<file path="src/rtl/wb_timer_pkg.sv">
// wb_timer_pkg: shared constants for the wb_timer peripheral.
//   - register offsets as decoded from wb_adr_i[4:2]
//   - CTRL / STATUS bit positions
//   - prescaler width and a byte-lane merge helper for Wishbone writes
package wb_timer_pkg;

  localparam logic [2:0] REG_CTRL     = 3'd0;
  localparam logic [2:0] REG_RELOAD   = 3'd1;
  localparam logic [2:0] REG_COUNT    = 3'd2;
  localparam logic [2:0] REG_STATUS   = 3'd3;
  localparam logic [2:0] REG_PRESCALE = 3'd4;

  localparam int CTRL_EN     = 0;
  localparam int CTRL_AUTO   = 1;
  localparam int CTRL_IRQ_EN = 2;
  localparam int STATUS_EXP  = 0;

  localparam int PRESCALE_W = 16;

  // Replace only the byte lanes enabled in sel with the new data.
  function automatic logic [31:0] merge_bytes(input logic [31:0] old_v,
                                              input logic [31:0] new_v,
                                              input logic [3:0]  sel);
    logic [31:0] res;
    res = old_v;
    for (int b = 0; b < 4; b++) begin
      if (sel[b]) res[b*8 +: 8] = new_v[b*8 +: 8];
    end
    return res;
  endfunction

endpackage

</file>
<file path="src/rtl/wb_timer_core.sv">
// wb_timer_core: prescaler, 32-bit down-counter and EXP/EN state.
// Ports:
//   clk_i, rst_ni            clock, asynchronous active-low reset
//   auto_i                   reload from reload_i on expiry instead of stopping
//   prescale_i, reload_i     current PRESCALE / RELOAD register values
//   en_wr_i, en_wdata_i      bus write of CTRL.EN and the value written
//   count_wr_i, count_wdata_i bus write of COUNT (already byte-merged)
//   exp_clr_i                write-1-to-clear of STATUS.EXP
//   en_o, count_o, exp_o     register state for readback / irq
module wb_timer_core
  import wb_timer_pkg::*;
(
  input  logic                  clk_i,
  input  logic                  rst_ni,
  input  logic                  auto_i,
  input  logic [PRESCALE_W-1:0] prescale_i,
  input  logic [31:0]           reload_i,
  input  logic                  en_wr_i,
  input  logic                  en_wdata_i,
  input  logic                  count_wr_i,
  input  logic [31:0]           count_wdata_i,
  input  logic                  exp_clr_i,
  output logic                  en_o,
  output logic [31:0]           count_o,
  output logic                  exp_o
);

  logic [PRESCALE_W-1:0] pc_q, pc_d;
  logic [31:0]           count_q, count_d;
  logic                  en_q, en_d;
  logic                  exp_q, exp_d;
  logic                  tick;
  logic                  expire;

  always_comb begin
    tick   = en_q && (pc_q == prescale_i);
    expire = tick && (count_q == 32'd0);

    // A CTRL write that sets EN restarts the prescale phase even if already running.
    pc_d = pc_q + 16'd1;
    if (!en_q || (en_wr_i && en_wdata_i) || tick) pc_d = '0;

    count_d = count_q;
    if (count_wr_i) begin
      count_d = count_wdata_i;
    end else if (tick) begin
      if (count_q != 32'd0) count_d = count_q - 32'd1;
      else if (auto_i)      count_d = reload_i;
    end

    exp_d = exp_q;
    if (expire)         exp_d = 1'b1;
    else if (exp_clr_i) exp_d = 1'b0;

    // One-shot expiry stopping the timer wins over a simultaneous software enable.
    en_d = en_q;
    if (expire && !auto_i) en_d = 1'b0;
    else if (en_wr_i)      en_d = en_wdata_i;
  end

  always_ff @(posedge clk_i or negedge rst_ni) begin
    if (!rst_ni) begin
      pc_q    <= '0;
      count_q <= '0;
      en_q    <= 1'b0;
      exp_q   <= 1'b0;
    end else begin
      pc_q    <= pc_d;
      count_q <= count_d;
      en_q    <= en_d;
      exp_q   <= exp_d;
    end
  end

  assign en_o    = en_q;
  assign count_o = count_q;
  assign exp_o   = exp_q;

endmodule

</file>
<file path="src/rtl/wb_timer.sv">
// wb_timer: Wishbone B3 classic slave with one 32-bit down-counting timer,
// 16-bit prescaler, auto-reload and a level interrupt.
// Ports:
//   sys_clk, sys_rst          clock, asynchronous active-low reset
//   wb_adr_i                  byte address, only [4:2] decoded
//   wb_dat_i, wb_sel_i, wb_we_i, wb_cyc_i, wb_stb_i  bus request
//   wb_cti_i                  ignored, all accesses are classic
//   wb_dat_o, wb_ack_o        registered read data / one-cycle acknowledge
//   irq                       EXP & IRQ_EN, straight from registers
module wb_timer
  import wb_timer_pkg::*;
#(
  parameter logic [31:0]           RESET_RELOAD   = 32'h0000_0000,
  parameter logic [PRESCALE_W-1:0] RESET_PRESCALE = 16'h0000
) (
  input  logic        sys_clk,
  input  logic        sys_rst,
  input  logic [31:0] wb_adr_i,
  input  logic [31:0] wb_dat_i,
  output logic [31:0] wb_dat_o,
  input  logic [3:0]  wb_sel_i,
  input  logic [2:0]  wb_cti_i,
  input  logic        wb_we_i,
  input  logic        wb_cyc_i,
  input  logic        wb_stb_i,
  output logic        wb_ack_o,
  output logic        irq
);

  logic                  ack_q, ack_d;
  logic [31:0]           dat_q, dat_d;
  logic                  auto_q, auto_d;
  logic                  irq_en_q, irq_en_d;
  logic [31:0]           reload_q, reload_d;
  logic [PRESCALE_W-1:0] prescale_q, prescale_d;

  logic                  access;
  logic                  wr;
  logic [2:0]            off;
  logic                  ctrl_wr;
  logic                  count_wr;
  logic [31:0]           count_wdata;
  logic                  exp_clr;
  logic [31:0]           rdata;

  logic                  en;
  logic [31:0]           count;
  logic                  exp_flag;

  logic                  unused_bus_bits;
  assign unused_bus_bits = ^{wb_adr_i[31:5], wb_adr_i[1:0], wb_cti_i};

  // The edge that raises ack is the one that commits the access.
  assign access = wb_cyc_i & wb_stb_i & ~ack_q;
  assign wr     = access & wb_we_i;
  assign off    = wb_adr_i[4:2];

  // All CTRL/STATUS bits sit in byte lane 0.
  assign ctrl_wr     = wr && (off == REG_CTRL) && wb_sel_i[0];
  assign exp_clr     = wr && (off == REG_STATUS) && wb_sel_i[0] && wb_dat_i[STATUS_EXP];
  // sel==0 must not freeze the counter, so require at least one lane.
  assign count_wr    = wr && (off == REG_COUNT) && (|wb_sel_i);
  assign count_wdata = merge_bytes(count, wb_dat_i, wb_sel_i);

  always_comb begin
    auto_d     = auto_q;
    irq_en_d   = irq_en_q;
    reload_d   = reload_q;
    prescale_d = prescale_q;
    if (ctrl_wr) begin
      auto_d   = wb_dat_i[CTRL_AUTO];
      irq_en_d = wb_dat_i[CTRL_IRQ_EN];
    end
    if (wr && (off == REG_RELOAD)) reload_d = merge_bytes(reload_q, wb_dat_i, wb_sel_i);
    if (wr && (off == REG_PRESCALE)) begin
      if (wb_sel_i[0]) prescale_d[7:0]  = wb_dat_i[7:0];
      if (wb_sel_i[1]) prescale_d[15:8] = wb_dat_i[15:8];
    end
  end

  always_comb begin
    rdata = '0;
    case (off)
      REG_CTRL: begin
        rdata[CTRL_EN]     = en;
        rdata[CTRL_AUTO]   = auto_q;
        rdata[CTRL_IRQ_EN] = irq_en_q;
      end
      REG_RELOAD:   rdata = reload_q;
      REG_COUNT:    rdata = count;
      REG_STATUS:   rdata[STATUS_EXP] = exp_flag;
      REG_PRESCALE: rdata[PRESCALE_W-1:0] = prescale_q;
      default:      rdata = '0;
    endcase
  end

  assign ack_d = access;
  assign dat_d = access ? rdata : 32'd0;

  always_ff @(posedge sys_clk or negedge sys_rst) begin
    if (!sys_rst) begin
      ack_q      <= 1'b0;
      dat_q      <= '0;
      auto_q     <= 1'b0;
      irq_en_q   <= 1'b0;
      reload_q   <= RESET_RELOAD;
      prescale_q <= RESET_PRESCALE;
    end else begin
      ack_q      <= ack_d;
      dat_q      <= dat_d;
      auto_q     <= auto_d;
      irq_en_q   <= irq_en_d;
      reload_q   <= reload_d;
      prescale_q <= prescale_d;
    end
  end

  wb_timer_core u_core (
    .clk_i        (sys_clk),
    .rst_ni       (sys_rst),
    .auto_i       (auto_q),
    .prescale_i   (prescale_q),
    .reload_i     (reload_q),
    .en_wr_i      (ctrl_wr),
    .en_wdata_i   (wb_dat_i[CTRL_EN]),
    .count_wr_i   (count_wr),
    .count_wdata_i(count_wdata),
    .exp_clr_i    (exp_clr),
    .en_o         (en),
    .count_o      (count),
    .exp_o        (exp_flag)
  );

  assign wb_ack_o = ack_q;
  assign wb_dat_o = dat_q;
  assign irq      = exp_flag & irq_en_q;

endmodule

</file>
<file path="config.mk">
export PLATFORM = sky130hd
export DESIGN_NAME = wb_timer
export DESIGN_NICKNAME = d
export VERILOG_FILES = /design/src/rtl/wb_timer_pkg.sv /design/src/rtl/wb_timer_core.sv /design/src/rtl/wb_timer.sv
export SDC_FILE = /design/constraint.sdc
export NUM_CORES = 1
export LEC_CHECK = 0
export CAP_MARGIN = 20
export CELL_PAD_IN_SITES_DETAIL_PLACEMENT = 2
export CELL_PAD_IN_SITES_GLOBAL_PLACEMENT = 2
export CORE_MARGIN = 10
export CORE_UTILIZATION = 31
export DETAILED_ROUTE_END_ITERATION = 8
export GPL_ROUTABILITY_DRIVEN = 0
export PLACE_DENSITY_LB_ADDON = 0.1
export RECOVER_POWER = 25
export SLEW_MARGIN = 30
export SYNTH_ARGS = -nofsm -noshare
export SYNTH_HDL_FRONTEND = slang
export SYNTH_SLANG_ARGS = --single-unit
export TNS_END_PERCENT = 20
</file>
<file path="constraint.sdc">
create_clock -name sys_clk -period 2.6 [get_ports sys_clk]
set_input_delay 0.52 -clock sys_clk [delete_from_list [all_inputs] [get_ports sys_clk]]
set_output_delay 0.52 -clock sys_clk [all_outputs]
set_load 0.005 [all_outputs]
</file>
* Word level (Yosys, flattened, before mapping)
Index checks and enable logic that the tools add are counted.
** Word-level totals
- Output and inout port bits :: 34
- Memories kept :: 0
- Memory bits (read-only) :: 0
- Latch bits :: 0
- Word-level logic and storage cells :: 86
- Register bits after elaboration :: 133
- RAM bits :: 0
** Operators by class
- $add $sub $neg :: 2
- Shift operators :: 0
- Order comparisons :: 0
- Reductions and logical operators :: 35
- Equality and inequality tests :: 9
- Bitwise gates (word level) :: 5
- Multiplexer cells :: 18
- $mul :: 0
- Divide/modulo/power cells :: 0
** Operators by type and width (count)
- 32-bit two-way mux :: 5
- 13-bit one-hot mux with 3 select lines :: 1
- 32-bit zero test :: 1
- 8-bit two-way mux :: 4
- 16-bit one-hot mux with 2 select lines :: 1
- 32-bit nonzero test :: 1
- 32-bit by 1-bit subtractor with 32-bit output, second input constant :: 1
- 16-bit by 1-bit adder with 16-bit output, second input constant :: 1
- 16-bit == test :: 1
- 16-bit two-way mux :: 1
- 1-bit logical AND :: 13
- 2-bit AND reduction :: 6
- 3-bit AND reduction :: 4
- 2-bit != test, second input constant :: 4
- 2-bit one-hot mux with 4 select lines :: 1
- 3-bit by 2-bit == test with 1-bit output, second input constant :: 2
- 2-bit nonzero test :: 3
- 1-bit one-hot mux with 5 select lines :: 1
- 1-bit AND :: 4
- 1-bit two-way mux :: 4
- 4-bit OR reduction :: 1
- 3-bit by 1-bit == test with 1-bit output, second input constant :: 1
- 3-bit == test, second input constant :: 1
- 3-bit zero test :: 1
- 4 further kinds :: 6

* Longest topological paths before layout
- Depth in word-level cells :: 9
- Depth in mapped cells :: 9

* Hierarchy
Synthesis repeated with hierarchy kept, for this count alone.
** Unflattened totals
- Cells, all modules :: 738
- Area total of the unflattened synthesis :: 7534.7 µm²
** Modules (own cells, without submodules)
- wb_timer :: cells each 323, area each 4016.4 µm², sequential area each 2077.0 µm², instances 1
- wb_timer_core :: cells each 415, area each 3518.4 µm², sequential area each 1251.2 µm², instances 1

* Worst setup path after synthesis
OpenSTA, ideal clock, no wires.
- Kind :: register to register
- Start point :: reg u_core.count_q[16] (netlist: u_core.count_o[16])
- End point :: reg u_core.count_q[24] (netlist: u_core.count_o[24])
- Stages on the path, launching flop included :: 8
- Clock period less this slack :: 2.614 ns
- Path slack :: -0.014 ns
- Data arrival time :: 2.487 ns
- Cells stage by stage :: dfrtp_1 or4_4 or3_4 or4_4 a41o_1 buf_6 a21oi_1 a21oi_1
** Between the ends
- Cells in the longest elaborated chain, start to end :: 4
- Elaborated cells on any way between the ends :: 7
** Ends and longest elaborated chain
- start: declaration :: line wb_timer_core.sv:29 : logic [31:0] count_q, count_d;
- start signal: assignment :: line wb_timer_core.sv:69 : count_q <= count_d;
- 32-bit by 1-bit subtractor with 32-bit output or 32-bit nonzero test (tied branches) :: line wb_timer_core.sv:47 : if (count_q != 32'd0) count_d = count_q - 32'd1;
- 32-bit two-way mux :: line wb_timer_core.sv:47
- 32-bit two-way mux :: line wb_timer_core.sv:46 : end else if (tick) begin
- 32-bit two-way mux :: line wb_timer_core.sv:44 : if (count_wr_i) begin
Parallel ways exist; a longest one is shown, timed or not. The select of a mux whose other input is x is not followed.
A chain may end at the register's enable or synchronous reset.

* Final worst setup path
- Start point :: reg u_core.count_q[22] (netlist: u_core.count_o[22])
- End point :: reg u_core.count_q[20] (netlist: u_core.count_o[20])
** Between the ends
- Cells in the longest elaborated chain, start to end :: 4
- Elaborated cells on any way between the ends :: 6
** Ends and longest elaborated chain (line)
- 32-bit nonzero test (*) :: wb_timer_core.sv:47
- 32-bit two-way mux :: wb_timer_core.sv:47
- 32-bit two-way mux :: wb_timer_core.sv:46
- 32-bit two-way mux :: wb_timer_core.sv:44
Every way passes the cells marked *; elsewhere a longest branch is shown, timed or not. The select of a mux whose other input is x is not followed.

==> flow_metrics.py <==
metrics = {
    "worst_setup_path": {
        "crit_end": "u_core.count_o[20]",
        "cp-end-kind": "register",
        "r2r-start": "u_core.count_o[22]",
        "rr_worst_depth": 8,
        "cp_max_fo": 4,
        "crit_start": "u_core.count_o[22]",
        "worst-r2r-setup-slack_ns": -0.15,
        "required_ns": 2.90,
        "timing.rr.end": "u_core.count_o[20]",
        "cp-start-kind": "register",
        "arrival_ns": 3.05,
        "crit_type": "reg -> reg",
    },
    "synthesis": {
        "ys_seq_area_frac": 0.4729,
        "avgSynthCellArea_um2": 9.668,
        "yosysWarnings": 0,
        "ys_types": 62,
        "synth-compound-area-share": 0.1532,
        "synth.mux.area_fraction": 0.09600,
        "synth_top_family_by_area": "simple AND/OR/NAND/NOR gates",
        "ys_ff_latch": 133,
        "synth_fa_ha_area_frac": 0.005333,
        "synth-main-ff-cell": "dfrtp_1",
        "synth_area_um2": 7038,
        "synthSimpleGateAreaFrac": 0.1842,
        "synth_cells": 728,
        "synth_xor_area_frac": 0.05476,
        "async_flop_share": 1.000,
        "synth_edf_count": 0,
        "synth_fp_nets": 807,
    },
    "placed_design": {
        "dp.cells": 1160,
        "post-dp-hpwl_mm": 20.42,
        "placed_area_um2": 8940,
        "numPortBuffers": 77,
        "pre_cts_ws_ns": -0.3706,
    },
    "cells_and_area": {
        "final_cell_mix": "dfrtp_1, buf_4, nor2_1",
        "layout_commonest_cell": "dfrtp_1",
        "seq_area_um2": 3328,
        "utilization": 0.4385,
        "n_fill_cell": 2380,
        "stdcell_count": 1205,
        "drive_gt1_frac": 0.2728,
        "antenna_cells": 0,
        "nets": 987,
        "fin_area_um2": 9867,
        "area_growth_syn_to_layout_pct": 40.20,
        "multi_input_comb_area_um2": 3667,
    },
    "route": {
        "wl_per_cell_um": 23.88,
        "drtPass1Iterations": 5,
        "ant_nets": 0,
        "via_per_inst": 5.448,
        "drtIter0Drc": 331,
        "drt-total-wl_mm": 28.77,
        "post-route-drc-count": 0,
        "vias": 6565,
    },
    "global_routing": {
        "grt_pass1_vias": 7703,
        "antenna_found_initial": 0,
        "grt_max_degree": 51,
        "grt_pass1_wl_mm": 44.73,
        "overflow": 0,
        "grtUsageTotal": 0.1996,
    },
    "cts": {
        "cts_hold_buf": 0,
        "cts_buffers": 17,
        "cts_tree": "yes",
        "insertion_delay_ns": 0.43,
        "cts.path.max_buffers": 2,
        "clock_sinks": 133,
        "path_clk_slew_ns": 0.06,
        "htree_levels": 4,
        "cts_root_buf": "clkbuf_16",
    },
    "timing": {
        "setup_violations": 19,
        "tightest_slew_ns": 1.278,
        "fmax_ghz": 0.3642,
        "hold_viol": 0,
        "min_period_ns": 2.746,
        "finClkSkew_ns": 0.01281,
        "setup-tns-final_ns": -0.9781,
        "whs_ns": 0.3571,
        "period_share": 1.056,
        "rsz0062_at_grt": "true",
        "setup_ws_ns": -0.1455,
        "slew_headroom": 0.1478,
        "drv_slew": 0,
    },
    "pwr": {
        "p_total_mw": 7.008,
        "powerDensity_nw_per_um2": 710.3,
        "p_leak_nw": 4.264,
        "ir_drop_mv": 0.3722,
    },
    "die": {
        "rows": 55,
        "pin_count": 110,
        "die_w_um": 170.7,
        "coreArea_um2": 22500,
        "die-height_um": 170.7,
        "die-area_um2": 29130,
        "start_util": 0.3128,
    },
    "outcome": {
        "status": "finished with violations",
        "violations": "setup timing",
    },
    "flow_run": {
        "maxCapViolCount": 0,
    },
    "min_path": {
        "min_path_type": "in -> async",
    },
}
power by group:
group	internal, mW	leakage, nW	total [mW]	switching, mW
Combinational	0.866	2.20	1.86	0.999
Clock	1.63	0.295	2.63	0.997
Sequential	2.30	1.77	2.52	0.218
Total	4.79	4.26	7.01	2.21
worst min path at each step:
stage | slack, ns | cells after the start | to | start
global route | 0.46 | 1 | wb_dat_o[17] | sys_rst
CTS | 0.05 | 1 | wb_dat_o[17] | sys_rst
detailed placement | 0.50 | 1 | wb_dat_o[17] | sys_rst
floorplan | 0.22 | 0 | auto_q | sys_rst
finish | 0.36 | 1 | wb_dat_o[17] | sys_rst
global placement | 0.50 | 1 | wb_dat_o[17] | sys_rst
critical path: stages (launching register included):
cell	delay, ns
dfrtp_1	0.39
or4_4	0.55
or3_4	0.40
buf_6	0.13
or3_4	0.41
buf_6	0.15
o32a_1	0.33
a21oi_2	0.17
o22ai_1	0.09
area by class of cell:
class,count,area share
Clock buffer,19,0.04489
Clock inverter,12,0.01813
Inverter,19,0.007228
Multi-Input combinational cell,535,0.3717
Sequential cell,133,0.3373
Tap cell,285,0.03614
Timing Repair Buffer,202,0.1846
per-layer routing:
layer  GRT usage  routed length [µm]  vias to the layer above
met5           0                   0                        -
met2      0.3639               15210                      138
met3     0.03687                1013                       48
li1            -                   -                     2981
met4     0.07437                 711                        0
met1      0.2259               11840                     3398
timing repair:
item                                    4_1_cts  5_1_grt
cloned                                        0        1
hold endpoints to repair                      0        0
setup buffers                                10        4
pin swaps                                    10       11
resized for setup                            26       21
endpoints found under the setup margin       30       30
registers in the layout, indices dropped and copies added (netlist names):
register,count
reload_q,32
u_core.exp_o,1
wb_ack_o,1
prescale_q,16
u_core.en_o,1
auto_q,1
u_core.count_o,32
wb_dat_o,32
irq_en_q,1
u_core.pc_q,16
cell families (layout without fill, tap and decap cells):
| kind of cell | after synthesis | in the layout |
|---|---|---|
| compound gates | 162 | 162 |
| xor+xnor | 44 | 44 |
| fa+ha+maj | 3 | 3 |
| buf+inv | 60 | 252 |
| flops | 133 | 133 |
| mux | 61 | 61 |
| simple gates | 265 | 265 |
synthesized netlist by cell type, types with 4 or more instances:
cell type  count  area (µm²)
a211oi_1       5       37.54
a21o_1         4       30.03
a21oi_1       37       185.2
a22oi_1       32       240.2
a2bb2oi_1      4       35.03
a31oi_1        9       56.30
and2_1         7       43.79
and3_1        10       62.56
and4_1         4       35.03
clkbuf_1      38       142.6
dfrtp_1      133        3328
inv_1         19       71.32
mux2_2        52       585.6
mux2i_1        9       90.09
nand2_1       54       202.7
nand2b_1       4       25.02
nand3_1       20       100.1
nand4_1       14       87.58
nor2_1        95       356.6
nor3_1        19       95.09
nor3b_1        4       30.03
nor4_1         7       43.79
o21ai_0       29       145.1
o22ai_1        9       56.30
o31ai_1        6       45.04
or3_1          8       50.05
xnor2_1       35       306.5
xor2_1         9       78.83
Note: power is estimated with default switching activity, not from simulation.
